==> config.mk <==
export PLATFORM = sky130hd
export DESIGN_NAME = mem_serdes_flat
export DESIGN_NICKNAME = d
export VERILOG_FILES = /design/src/rtl/mem_serdes_pkg.sv /design/src/rtl/mem_serdes_if.sv /design/src/rtl/mem_serdes_rx.sv /design/src/rtl/mem_serdes.sv /design/src/flat_wrapper.sv
export SDC_FILE = /design/constraint.sdc
export NUM_CORES = 1
export LEC_CHECK = 0
export BUFFER_PORTS_ARGS = -buffer_cell sky130_fd_sc_hd__clkbuf_2
export CAP_MARGIN = 20
export CORE_UTILIZATION = 60
export DETAILED_ROUTE_END_ITERATION = 10
export PLACE_DENSITY = 0.85
export RECOVER_POWER = 50
export SLEW_MARGIN = 20
export SYNTH_ARGS = -nofsm -noshare
export SYNTH_HDL_FRONTEND = slang
export SYNTH_SLANG_ARGS = --single-unit
export TNS_END_PERCENT = 20
==> constraint.sdc <==
create_clock -name htif_clk -period 3.1 [get_ports htif_clk]
set_input_delay 0.465 -clock htif_clk [delete_from_list [all_inputs] [get_ports htif_clk]]
set_output_delay 0.465 -clock htif_clk [all_outputs]
set_load 0.005 [all_outputs]
==> src/rtl/mem_serdes_pkg.sv <==
// Shared widths and TX state type for the backup-memory serializer.
// Derived constants reflect the default link configuration.
package mem_serdes_pkg;

    localparam int DEF_HTIF_WIDTH    = 16;
    localparam int DEF_MEM_ADDR_BITS = 26;
    localparam int DEF_MEM_TAG_BITS  = 5;
    localparam int DEF_MEM_DATA_BITS = 128;

    function automatic int cdiv(input int a, input int b);
        return (a + b - 1) / b;
    endfunction

    localparam int CMD_BITS       = DEF_MEM_ADDR_BITS + DEF_MEM_TAG_BITS + 1;
    localparam int CMD_BEATS      = cdiv(CMD_BITS, DEF_HTIF_WIDTH);
    localparam int DATA_BEATS     = DEF_MEM_DATA_BITS / DEF_HTIF_WIDTH;
    localparam int RESP_BITS      = DEF_MEM_DATA_BITS + DEF_MEM_TAG_BITS;
    localparam int RESP_BEATS     = cdiv(RESP_BITS, DEF_HTIF_WIDTH);
    localparam int WORDS_PER_LINE = 4;

    typedef enum logic [1:0] {IDLE, CMD, DATA} tx_state_e;

endpackage

==> src/rtl/mem_serdes_if.sv <==
// Wide memory request/response plus narrow HTIF beat signals of the serializer.
// slave = serializer view, master = memory port / pins view.
interface mem_serdes_if
    import mem_serdes_pkg::*;
#(
    parameter int HTIF_WIDTH    = DEF_HTIF_WIDTH,
    parameter int MEM_ADDR_BITS = DEF_MEM_ADDR_BITS,
    parameter int MEM_TAG_BITS  = DEF_MEM_TAG_BITS,
    parameter int MEM_DATA_BITS = DEF_MEM_DATA_BITS
);
    logic                     wide_req_cmd_valid;
    logic                     wide_req_cmd_ready;
    logic                     wide_req_cmd_rw;
    logic [MEM_ADDR_BITS-1:0] wide_req_cmd_addr;
    logic [MEM_TAG_BITS-1:0]  wide_req_cmd_tag;
    logic                     wide_req_data_valid;
    logic                     wide_req_data_ready;
    logic [MEM_DATA_BITS-1:0] wide_req_data_bits;
    logic                     wide_resp_valid;
    logic [MEM_TAG_BITS-1:0]  wide_resp_tag;
    logic [MEM_DATA_BITS-1:0] wide_resp_data;
    logic                     narrow_req_valid;
    logic                     narrow_req_ready;
    logic [HTIF_WIDTH-1:0]    narrow_req_bits;
    logic                     narrow_resp_valid;
    logic [HTIF_WIDTH-1:0]    narrow_resp_bits;
    logic                     err_unexpected_resp;

    modport slave (
        input  wide_req_cmd_valid, wide_req_cmd_rw, wide_req_cmd_addr, wide_req_cmd_tag,
        input  wide_req_data_valid, wide_req_data_bits,
        input  narrow_req_ready, narrow_resp_valid, narrow_resp_bits,
        output wide_req_cmd_ready, wide_req_data_ready,
        output wide_resp_valid, wide_resp_tag, wide_resp_data,
        output narrow_req_valid, narrow_req_bits, err_unexpected_resp
    );

    modport master (
        output wide_req_cmd_valid, wide_req_cmd_rw, wide_req_cmd_addr, wide_req_cmd_tag,
        output wide_req_data_valid, wide_req_data_bits,
        output narrow_req_ready, narrow_resp_valid, narrow_resp_bits,
        input  wide_req_cmd_ready, wide_req_data_ready,
        input  wide_resp_valid, wide_resp_tag, wide_resp_data,
        input  narrow_req_valid, narrow_req_bits, err_unexpected_resp
    );

endinterface

==> src/rtl/mem_serdes_rx.sv <==
// RX half of the serializer: gathers narrow response beats into a frame and
// emits one registered wide response pulse per complete frame.
module mem_serdes_rx
    import mem_serdes_pkg::*;
#(
    parameter int HTIF_WIDTH    = DEF_HTIF_WIDTH,
    parameter int MEM_TAG_BITS  = DEF_MEM_TAG_BITS,
    parameter int MEM_DATA_BITS = DEF_MEM_DATA_BITS
) (
    input  logic                     htif_clk,
    input  logic                     reset,
    input  logic                     beat_valid_i,
    input  logic [HTIF_WIDTH-1:0]    beat_bits_i,
    output logic                     resp_valid_o,
    output logic [MEM_TAG_BITS-1:0]  resp_tag_o,
    output logic [MEM_DATA_BITS-1:0] resp_data_o
);
    localparam int RESP_W  = MEM_DATA_BITS + MEM_TAG_BITS;
    localparam int RESP_N  = cdiv(RESP_W, HTIF_WIDTH);
    localparam int FRAME_W = RESP_N * HTIF_WIDTH;
    localparam int CNT_W   = $clog2(RESP_N + 1);

    // Only the earlier beats are stored; the current beat completes the frame.
    logic [FRAME_W-HTIF_WIDTH-1:0] frame_q;
    logic [FRAME_W-1:0]            frame_d;
    logic [CNT_W-1:0]              cnt_q;
    logic                          vld_q;
    logic [MEM_TAG_BITS-1:0]       tag_q;
    logic [MEM_DATA_BITS-1:0]      data_q;

    assign frame_d = {beat_bits_i, frame_q};

    always_ff @(posedge htif_clk) begin
        if (reset) begin
            frame_q <= '0;
            cnt_q   <= '0;
            vld_q   <= 1'b0;
            tag_q   <= '0;
            data_q  <= '0;
        end else begin
            vld_q <= 1'b0;
            if (beat_valid_i) begin
                frame_q <= frame_d[FRAME_W-1:HTIF_WIDTH];
                if (cnt_q == CNT_W'(RESP_N - 1)) begin
                    cnt_q  <= '0;
                    vld_q  <= 1'b1;
                    tag_q  <= frame_d[MEM_TAG_BITS-1:0];
                    data_q <= frame_d[RESP_W-1:MEM_TAG_BITS];
                end else begin
                    cnt_q <= cnt_q + CNT_W'(1);
                end
            end
        end
    end

    assign resp_valid_o = vld_q;
    assign resp_tag_o   = tag_q;
    assign resp_data_o  = data_q;

endmodule

==> src/rtl/mem_serdes.sv <==
// Chip-side backup-memory serializer: wide cmd/data -> narrow beats (TX FSM),
// narrow beats -> wide response (mem_serdes_rx). MEM_SERDES_CHECK_EN adds an
// outstanding-read checker driving err_unexpected_resp.
module mem_serdes
    import mem_serdes_pkg::*;
#(
    parameter int HTIF_WIDTH    = DEF_HTIF_WIDTH,
    parameter int MEM_ADDR_BITS = DEF_MEM_ADDR_BITS,
    parameter int MEM_TAG_BITS  = DEF_MEM_TAG_BITS,
    parameter int MEM_DATA_BITS = DEF_MEM_DATA_BITS
) (
    input logic          htif_clk,
    input logic          reset,
    mem_serdes_if.slave  io
);
    localparam int CMD_W  = MEM_ADDR_BITS + MEM_TAG_BITS + 1;
    localparam int CMD_N  = cdiv(CMD_W, HTIF_WIDTH);
    localparam int DATA_N = MEM_DATA_BITS / HTIF_WIDTH;
    localparam int CMD_SW = CMD_N * HTIF_WIDTH;
    localparam int SH_W   = (CMD_SW > MEM_DATA_BITS) ? CMD_SW : MEM_DATA_BITS;
    localparam int BCNT_W = $clog2(((CMD_N > DATA_N) ? CMD_N : DATA_N) + 1);

    tx_state_e         state_q;
    logic [SH_W-1:0]   shreg_q;
    logic [BCNT_W-1:0] beat_cnt_q;
    logic [1:0]        word_cnt_q;
    logic              loaded_q;
    logic              rw_q;
    logic              nvalid_q;
    logic              cmd_rdy_q;
    logic              data_rdy_q;

    logic cmd_fire, data_fire, beat_fire;

    // Readies are masked by reset so they read 0 for the whole reset window.
    assign io.wide_req_cmd_ready  = cmd_rdy_q & ~reset;
    assign io.wide_req_data_ready = data_rdy_q & ~reset;
    assign io.narrow_req_valid    = nvalid_q;
    assign io.narrow_req_bits     = shreg_q[HTIF_WIDTH-1:0];

    assign cmd_fire  = io.wide_req_cmd_valid & io.wide_req_cmd_ready;
    assign data_fire = io.wide_req_data_valid & io.wide_req_data_ready;
    assign beat_fire = nvalid_q & io.narrow_req_ready;

    always_ff @(posedge htif_clk) begin
        if (reset) begin
            state_q    <= IDLE;
            shreg_q    <= '0;
            beat_cnt_q <= '0;
            word_cnt_q <= '0;
            loaded_q   <= 1'b0;
            rw_q       <= 1'b0;
            nvalid_q   <= 1'b0;
            cmd_rdy_q  <= 1'b1;
            data_rdy_q <= 1'b0;
        end else begin
            case (state_q)
                IDLE: if (cmd_fire) begin
                    shreg_q    <= SH_W'({io.wide_req_cmd_addr, io.wide_req_cmd_tag, io.wide_req_cmd_rw});
                    rw_q       <= io.wide_req_cmd_rw;
                    beat_cnt_q <= '0;
                    nvalid_q   <= 1'b1;
                    cmd_rdy_q  <= 1'b0;
                    state_q    <= CMD;
                end
                CMD: if (beat_fire) begin
                    shreg_q <= shreg_q >> HTIF_WIDTH;
                    if (beat_cnt_q == BCNT_W'(CMD_N - 1)) begin
                        beat_cnt_q <= '0;
                        nvalid_q   <= 1'b0;
                        if (rw_q) begin
                            data_rdy_q <= 1'b1;
                            state_q    <= DATA;
                        end else begin
                            cmd_rdy_q <= 1'b1;
                            state_q   <= IDLE;
                        end
                    end else begin
                        beat_cnt_q <= beat_cnt_q + BCNT_W'(1);
                    end
                end
                DATA: if (!loaded_q) begin
                    if (data_fire) begin
                        shreg_q    <= SH_W'(io.wide_req_data_bits);
                        loaded_q   <= 1'b1;
                        data_rdy_q <= 1'b0;
                        nvalid_q   <= 1'b1;
                    end
                end else if (beat_fire) begin
                    shreg_q <= shreg_q >> HTIF_WIDTH;
                    if (beat_cnt_q == BCNT_W'(DATA_N - 1)) begin
                        beat_cnt_q <= '0;
                        loaded_q   <= 1'b0;
                        nvalid_q   <= 1'b0;
                        if (word_cnt_q == 2'(WORDS_PER_LINE - 1)) begin
                            word_cnt_q <= '0;
                            cmd_rdy_q  <= 1'b1;
                            state_q    <= IDLE;
                        end else begin
                            word_cnt_q <= word_cnt_q + 2'd1;
                            data_rdy_q <= 1'b1;
                        end
                    end else begin
                        beat_cnt_q <= beat_cnt_q + BCNT_W'(1);
                    end
                end
                default: state_q <= IDLE;
            endcase
        end
    end

    mem_serdes_rx #(
        .HTIF_WIDTH    (HTIF_WIDTH),
        .MEM_TAG_BITS  (MEM_TAG_BITS),
        .MEM_DATA_BITS (MEM_DATA_BITS)
    ) u_rx (
        .htif_clk     (htif_clk),
        .reset        (reset),
        .beat_valid_i (io.narrow_resp_valid),
        .beat_bits_i  (io.narrow_resp_bits),
        .resp_valid_o (io.wide_resp_valid),
        .resp_tag_o   (io.wide_resp_tag),
        .resp_data_o  (io.wide_resp_data)
    );

`ifdef MEM_SERDES_CHECK_EN
    // Each read owes WORDS_PER_LINE responses; a response with nothing owed is an error.
    logic [3:0] outst_q, outst_d;
    logic [4:0] outst_sum;
    logic       err_q, rd_fire;

    assign rd_fire = cmd_fire & ~io.wide_req_cmd_rw;

    always_comb begin
        outst_sum = {1'b0, outst_q};
        if (rd_fire) outst_sum = outst_sum + 5'd4;
        if (io.wide_resp_valid && outst_q != 4'd0) outst_sum = outst_sum - 5'd1;
        outst_d = (outst_sum > 5'd15) ? 4'd15 : outst_sum[3:0];
    end

    always_ff @(posedge htif_clk) begin
        if (reset) begin
            outst_q <= '0;
            err_q   <= 1'b0;
        end else begin
            outst_q <= outst_d;
            if ((io.wide_resp_valid && outst_q == 4'd0) || (rd_fire && outst_q > 4'd11))
                err_q <= 1'b1;
        end
    end

    assign io.err_unexpected_resp = err_q;
`else
    assign io.err_unexpected_resp = 1'b0;
`endif

endmodule
==> src/flat_wrapper.sv <==
// flat-port wrapper written by rule: the top's interface ports become plain ports
module mem_serdes_flat import mem_serdes_pkg::*;
#(
    parameter int HTIF_WIDTH    = DEF_HTIF_WIDTH,
    parameter int MEM_ADDR_BITS = DEF_MEM_ADDR_BITS,
    parameter int MEM_TAG_BITS  = DEF_MEM_TAG_BITS,
    parameter int MEM_DATA_BITS = DEF_MEM_DATA_BITS
)
  (htif_clk, reset, io_wide_req_cmd_valid, io_wide_req_cmd_rw, io_wide_req_cmd_addr, io_wide_req_cmd_tag, io_wide_req_data_valid, io_wide_req_data_bits, io_narrow_req_ready, io_narrow_resp_valid, io_narrow_resp_bits, io_wide_req_cmd_ready, io_wide_req_data_ready, io_wide_resp_valid, io_wide_resp_tag, io_wide_resp_data, io_narrow_req_valid, io_narrow_req_bits, io_err_unexpected_resp);
  mem_serdes_if #(.HTIF_WIDTH(HTIF_WIDTH), .MEM_ADDR_BITS(MEM_ADDR_BITS), .MEM_TAG_BITS(MEM_TAG_BITS), .MEM_DATA_BITS(MEM_DATA_BITS)) io_i ();
  input logic htif_clk;
  input logic reset;
  input wire logic [$bits(io_i.wide_req_cmd_valid)-1:0] io_wide_req_cmd_valid;
  input wire logic [$bits(io_i.wide_req_cmd_rw)-1:0] io_wide_req_cmd_rw;
  input wire logic [$bits(io_i.wide_req_cmd_addr)-1:0] io_wide_req_cmd_addr;
  input wire logic [$bits(io_i.wide_req_cmd_tag)-1:0] io_wide_req_cmd_tag;
  input wire logic [$bits(io_i.wide_req_data_valid)-1:0] io_wide_req_data_valid;
  input wire logic [$bits(io_i.wide_req_data_bits)-1:0] io_wide_req_data_bits;
  input wire logic [$bits(io_i.narrow_req_ready)-1:0] io_narrow_req_ready;
  input wire logic [$bits(io_i.narrow_resp_valid)-1:0] io_narrow_resp_valid;
  input wire logic [$bits(io_i.narrow_resp_bits)-1:0] io_narrow_resp_bits;
  output wire logic [$bits(io_i.wide_req_cmd_ready)-1:0] io_wide_req_cmd_ready;
  output wire logic [$bits(io_i.wide_req_data_ready)-1:0] io_wide_req_data_ready;
  output wire logic [$bits(io_i.wide_resp_valid)-1:0] io_wide_resp_valid;
  output wire logic [$bits(io_i.wide_resp_tag)-1:0] io_wide_resp_tag;
  output wire logic [$bits(io_i.wide_resp_data)-1:0] io_wide_resp_data;
  output wire logic [$bits(io_i.narrow_req_valid)-1:0] io_narrow_req_valid;
  output wire logic [$bits(io_i.narrow_req_bits)-1:0] io_narrow_req_bits;
  output wire logic [$bits(io_i.err_unexpected_resp)-1:0] io_err_unexpected_resp;
  assign io_i.wide_req_cmd_valid = io_wide_req_cmd_valid;
  assign io_i.wide_req_cmd_rw = io_wide_req_cmd_rw;
  assign io_i.wide_req_cmd_addr = io_wide_req_cmd_addr;
  assign io_i.wide_req_cmd_tag = io_wide_req_cmd_tag;
  assign io_i.wide_req_data_valid = io_wide_req_data_valid;
  assign io_i.wide_req_data_bits = io_wide_req_data_bits;
  assign io_i.narrow_req_ready = io_narrow_req_ready;
  assign io_i.narrow_resp_valid = io_narrow_resp_valid;
  assign io_i.narrow_resp_bits = io_narrow_resp_bits;
  assign io_wide_req_cmd_ready = io_i.wide_req_cmd_ready;
  assign io_wide_req_data_ready = io_i.wide_req_data_ready;
  assign io_wide_resp_valid = io_i.wide_resp_valid;
  assign io_wide_resp_tag = io_i.wide_resp_tag;
  assign io_wide_resp_data = io_i.wide_resp_data;
  assign io_narrow_req_valid = io_i.narrow_req_valid;
  assign io_narrow_req_bits = io_i.narrow_req_bits;
  assign io_err_unexpected_resp = io_i.err_unexpected_resp;
  mem_serdes #(.HTIF_WIDTH(HTIF_WIDTH), .MEM_ADDR_BITS(MEM_ADDR_BITS), .MEM_TAG_BITS(MEM_TAG_BITS), .MEM_DATA_BITS(MEM_DATA_BITS)) u_core (.htif_clk(htif_clk), .reset(reset), .io(io_i));
endmodule
# [Word-level counts from Yosys, hierarchy flattened]
# Index checks and enable logic that the tools add are counted.
[word_totals] n_memories=0 latchBits=0 mem_bits_rw=0 wordCells=110 rom_bits=0 register_bits=407 output_inout_bits=154 in_bits=182
[op_classes] shifts=0 n_lt_le_gt_ge=0 div=0 n_mux=54 n_eq_ne=19 n_addsub=3 bitwise=7 multipliers=0 reduce_logical=13
[ops] op="2-to-1 mux 128 bit" count=4
[ops] op="one-hot mux 128 bit (3 select lines)" count=1
[ops] op="2-to-1 mux 1 bit" count=28
[ops] op="2-to-1 mux 4 bit" count=7
[ops] op="2-to-1 mux 2 bit" count=9
[ops] op="inequality test 2 x 1 -> 1 bit, second input constant" count=8
[ops] op="AND reduction 7 bit" count=2
[ops] op="one-hot mux 4 bit (3 select lines)" count=1
[ops] op="inequality test 3 bit, second input constant" count=3
[ops] op="AND reduction 9 bit" count=1
[ops] op="adder 4 x 1 -> 4 bit, second input constant" count=2
[ops] op="AND reduction 8 bit" count=1
[ops] op="one-hot mux 1 bit (3 select lines)" count=2
[ops] op="one-hot mux 2 bit (3 select lines)" count=1
[ops] op="AND 1 bit" count=5
[ops] op="AND reduction 5 bit" count=1
[ops] op="== test 2 bit, second input constant" count=2
[ops] op="== test 4 x 1 -> 1 bit, second input constant" count=1
[ops] op="== test 4 x 3 -> 1 bit, second input constant" count=1
[ops] op="== test 4 bit, second input constant" count=1
[ops] op="AND reduction 2 bit" count=2
[ops] op="AND reduction 4 bit" count=1
[ops] op="inequality test 3 x 1 -> 1 bit, second input constant" count=1
[ops] op="AND reduction 3 bit" count=1
[ops] op="9 further kinds" count=10

# [Logic depth before layout (Yosys ltp)]
[depth] word_depth=6 depth_mapped=10 depth_no_buf=6

# [Cells and area by module]
# From an unflattened synthesis, not the netlist that was laid out.
[unflattened] cells_unflattened=1848 hier_area_um2=16843.7
[modules_own_cells] module="mem_serdes_rx" seq_area_each_um2=5325.1 area_per_inst_um2=9232.6 n_inst=1 cells_each=1012
[modules_own_cells] module="mem_serdes" seq_area_each_um2=2822.7 area_per_inst_um2=7611.0 n_inst=1 cells_each=836

# [Worst setup path before layout]
# OpenSTA, ideal clock, no wires.
[synth_timing] path_type="reg2reg" startpoint="reg u_core.state_q[0]" endpoint="reg u_core.shreg_q[100]" t_required_ns=2.968 setup_slack_ns=1.199 path_stages_with_launch=9 arrival_time_ns=1.769 path_buffers=2 setup_time_ns=0.132 synth_period_minus_slack_ns=1.901 cell_sequence="dfxtp_1 > inv_1 > ha_1 > buf_4 > a21oi_1 > clkbuf_1 > a21oi_1 > o21ai_0 > a21oi_1"
[synth_between] elab_chain_len=3 elab_cells_between_ends=8 cone_classes="eq/ne (4); mux (1); reduce/logical (3)"
[synth_lines] element="start, declared" line_no="mem_serdes.sv:23" source="tx_state_e state_q;"
[synth_lines] element="start signal, assigned" line_no="mem_serdes.sv:47" source="state_q <= IDLE;"
[synth_lines] element="start signal, assigned" line_no="mem_serdes.sv:64" source="state_q <= CMD;"
[synth_lines] element="start signal, assigned" line_no="mem_serdes.sv:73" source="state_q <= DATA;"
[synth_lines] element="== test 2 bit, or another cell as far along" line_no="mem_serdes.sv:57" source="case (state_q)"
[synth_lines] element="inequality test 3 x 1 -> 1 bit (no line), or another cell as far along"
[synth_lines] element="AND reduction 3 bit (no line)"
[synth_lines] element="end signal, assigned" line_no="mem_serdes.sv:59" source="shreg_q <= SH_W'({io.wide_req_cmd_addr, io.wide_req_cmd_tag, io.wide_req_cmd_rw});"
[synth_lines] element="end signal, assigned" line_no="mem_serdes.sv:67" source="shreg_q <= shreg_q >> HTIF_WIDTH;"
[synth_lines] element="end signal, assigned" line_no="mem_serdes.sv:84" source="shreg_q <= SH_W'(io.wide_req_data_bits);"
[synth_lines] element="end, declared" line_no="mem_serdes.sv:24" source="logic [SH_W-1:0] shreg_q;"
# Several ways; a longest one is shown, not always the timed one.
# A chain may end at the register's enable or synchronous reset.

# [Worst setup path in the final report]
[layout_timing] startpoint="reg u_core.u_rx.cnt_q[0]" endpoint="reg u_core.u_rx.data_q[21], in the netlist u_core.u_rx.resp_data_o[21]"
[layout_between] elab_chain_len=2
[layout_lines] element="start, declared" line_no="mem_serdes_rx.sv:26" source="logic [CNT_W-1:0] cnt_q;"
[layout_lines] element="start signal, assigned" line_no="mem_serdes_rx.sv:50" source="cnt_q <= cnt_q + CNT_W'(1);"
[layout_lines] element="== test 4 bit" line_no="mem_serdes_rx.sv:44" source="if (cnt_q == CNT_W'(RESP_N - 1)) begin"
[layout_lines] element="AND reduction 2 bit (no line)"
[layout_lines] element="end signal, assigned" line_no="mem_serdes_rx.sv:48" source="data_q <= frame_d[RESP_W-1:MEM_TAG_BITS];"
[layout_lines] element="end, declared" line_no="mem_serdes_rx.sv:29" source="logic [MEM_DATA_BITS-1:0] data_q;"
# No other way between the ends.

==> results.py <==
metrics = {
    "logic_synthesis": {
        "yosysMostFrequentCell": "dfxtp_1",
        "yosys.cell_types.count": 58,
        "synth_compound_area_share_pct": 25.9,
        "synth.area.mux_share_pct": 7.54,
        "synth-async-reset-ratio_pct": 0,
        "syn_nets": 2137,
        "avgSynthCellArea_um2": 9.08,
        "synthAdderAreaFrac_pct": 0.709,
        "synth-main-ff-cell": "dfxtp_1",
        "postSynthCellCount": 1945,
        "yosys.area_share.simple_pct": 14.0,
        "synth_top_area_share_pct": 46.2,
        "synth-seq-cells": 407,
        "yosys-top-cells-count": "dfxtp_1 (407), a21oi_1 (231), nor2_1 (173)",
        "synth_top_family_by_area": "compound AO/OA/AOI/OAI gates",
        "ys_warn_count": 0,
        "yosysTopAreaCell": "dfxtp_1",
        "synth_xor_area_share_pct": 0.149,
        "seq_area_frac_synth_pct": 46.2,
        "ys_top_cells_by_area": "dfxtp_1 (46%), mux2i_1 (7.5%), a22o_1 (7.4%), a21oi_1 (6.5%), a21bo_2 (4.5%)",
        "synth_edf_count": 0,
        "synth_area_um2": 17700,
    },
    "global_routing": {
        "antenna_found_initial": 1,
        "grt_max_degree": 134,
        "overflow": 0,
        "grt_usage_pct": 30.4,
        "grt_pass1_vias": 14618,
        "grt_pass1_wl_um": 75900,
    },
    "setup_path": {
        "worstPathMaxFanout": 45,
        "required_ns": 3.57,
        "critical_path_class": "reg -> reg",
        "cp-end-kind": "register",
        "cp.arrival_ns": 3.07,
        "reg2reg_slack_ns": 0.49,
        "max_stage_delay_ns": 0.85,
        "cp_top_family": "buffers and inverters",
        "slowest_stage": "clkbuf_2",
        "cp-start-kind": "register",
        "crit_buf_inv": 2,
        "path_cells": "inv_1, ha_1, nand4b_1, nor2_1, clkbuf_2, a22o_1",
    },
    "routing": {
        "dr.pass1.iters": 5,
        "drtIter0Drc": 1631,
        "drc": 0,
        "wl_per_cell_um": 18.6,
        "vias": 15277,
        "finalWirelength_um": 47600,
        "vias_per_cell": 5.96,
        "ant_nets": 0,
    },
    "final_layout": {
        "fin_util_pct": 71.0,
        "drive_gt1_share_pct": 18.7,
        "area_growth_pct": 16.0,
        "layoutNonFillerInstCount": 2564,
        "layout.nets": 2340,
    },
    "timing": {
        "finalHoldViolCount": 0,
        "min_period_ns": 2.61,
        "timing.final.crit_share_pct": 84.1,
        "slew_headroom_pct": -13.6,
        "slew_viol_final": 227,
        "finalSetupTns_ns": 0,
        "tightest_slew_ns": 1.70,
        "final-setup-viol-count": 0,
        "worst_clock_skew_ns": 0.0268,
        "max_freq_ghz": 0.384,
        "rsz0062_at_grt": "false",
    },
    "die": {
        "rows": 62,
        "die_h_um": 174,
        "start_util_pct": 61.2,
        "io_pins": 336,
        "core_area_um2": 28900,
        "die-area_um2": 30100,
        "die_w_um": 174,
    },
    "placed_design": {
        "dp.cells": 2489,
        "io_buffers": 334,
        "place_hpwl_um": 30700,
        "gp_congestion": 0.907,
    },
    "clocking": {
        "cts_hold_buf": 0,
        "cts_root_buf": "clkbuf_16",
        "cts_buffer_depth": 3,
        "insertion_delay_ns": 0.55,
        "cts_tree": "yes",
        "clkSinkCount": 407,
        "numCtsBuffers": 41,
        "post_cts_buffers": 0,
        "path_clk_slew_ns": 0.06,
        "h-tree-depth": 2,
        "cts_resized": 0,
    },
    "min_path": {
        "hold_path_class": "in -> reg",
    },
    "outcome": {
        "violations": "max-capacitance violations, max-slew violations",
        "outcome": "complete, but fails checks",
    },
    "flow_run": {
        "cap_violations": 2,
    },
    "pwr": {
        "p_leak_nw": 8.31,
        "ir_drop_mv": 0.495,
        "pwr_density_cell_nw_per_um2": 642,
        "total_power_w": 0.0132,
    },
}
-- cells by family after synthesis --
kind of cell	Yosys count
compound gates	663
xor+xnor	3
fa+ha+maj	10
buf+inv	212
flops	407
mux	133
other cells	1
simple gates	516
-- final timing paths --
| path | start | to | depth (start not counted) |
|---|---|---|---|
| setup reg to reg | u_core.u_rx.cnt_q[0] | u_core.u_rx.resp_data_o[21] | 6 |
| hold reg to reg | u_core.shreg_q[42] | u_core.shreg_q[42] | 2 |
| setup / recovery | u_core.u_rx.cnt_q[0] | u_core.u_rx.resp_data_o[21] | 6 |
| hold / removal | io_wide_req_data_bits[117] | u_core.shreg_q[117] | 2 |
-- area by class of cell --
| cell class | count | area, µm² |
|---|---|---|
| Antenna cell | 1 | 2.50 |
| Clock inverter | 18 | 253 |
| Timing Repair Buffer | 360 | 1830 |
| Clock buffer | 56 | 1160 |
| Inverter | 12 | 45.0 |
| Tap cell | 384 | 480 |
| Fill cell | 2204 | 8370 |
| Sequential cell | 407 | 8150 |
| Multi-Input combinational cell | 1326 | 8560 |
-- power breakdown --
group	switching (W)	total [W]	internal [W]
clock network	0.00212	0.00513	0.00301
registers	0.000220	0.00563	0.00541
logic	0.00159	0.00238	0.000794
-- routing by layer --
metal  part of all wire [%]  track usage (%)  wire length [µm]
met5                      0                0                 0
met4                    3.1             11.4              1490
met3                    7.8             6.32              3720
met2                     47             49.7             22500
met1                     42             39.5             19900
-- cells in the final DEF, fill, tap and decap left out, types with 7 or more instances in the layout --
cell type,n
a22o_1,149
clkinv_2,8
and2_1,80
mux2i_1,133
a211o_1,33
ha_1,10
o21ai_1,15
clkbuf_16,42
inv_1,11
and3_1,33
a21oi_1,230
buf_12,7
clkbuf_2,224
a21boi_0,33
clkbuf_1,118
a21bo_2,80
nand2_1,118
dfxtp_1,406
nand3_1,85
nor2_1,173
clkbuf_8,7
o21ai_0,101
buf_4,12
-- worst register-to-register path, stage by stage (launching register included) --
cell and delay, ns:
dfxtp_1 0.34, inv_1 0.08, ha_1 0.15, nand4b_1 0.17, nor2_1 0.71, clkbuf_2 0.85
a22o_1 0.25
-- through the flow --
stage	setup slack, ns	hold slack, ns	instance area, µm²
after floorplan	1.20	0.435	17700
after global placement	0.673	0.444	19300
after detailed placement	0.577	0.451	19300
after CTS	0.550	0.114	20700
after global routing	0.328	0.124	20500
final	0.494	0.131	20500
-- state kept, by name (all words and copies together) (netlist names), 2 cells and up --
signal                   flops
u_core.shreg_q             128
u_core.u_rx.frame_q        128
u_core.u_rx.resp_data_o    128
u_core.u_rx.resp_tag_o       5
u_core.beat_cnt_q            4
u_core.u_rx.cnt_q            4
u_core.state_q               2
u_core.word_cnt_q            2
(Power assumes the default switching activity.)
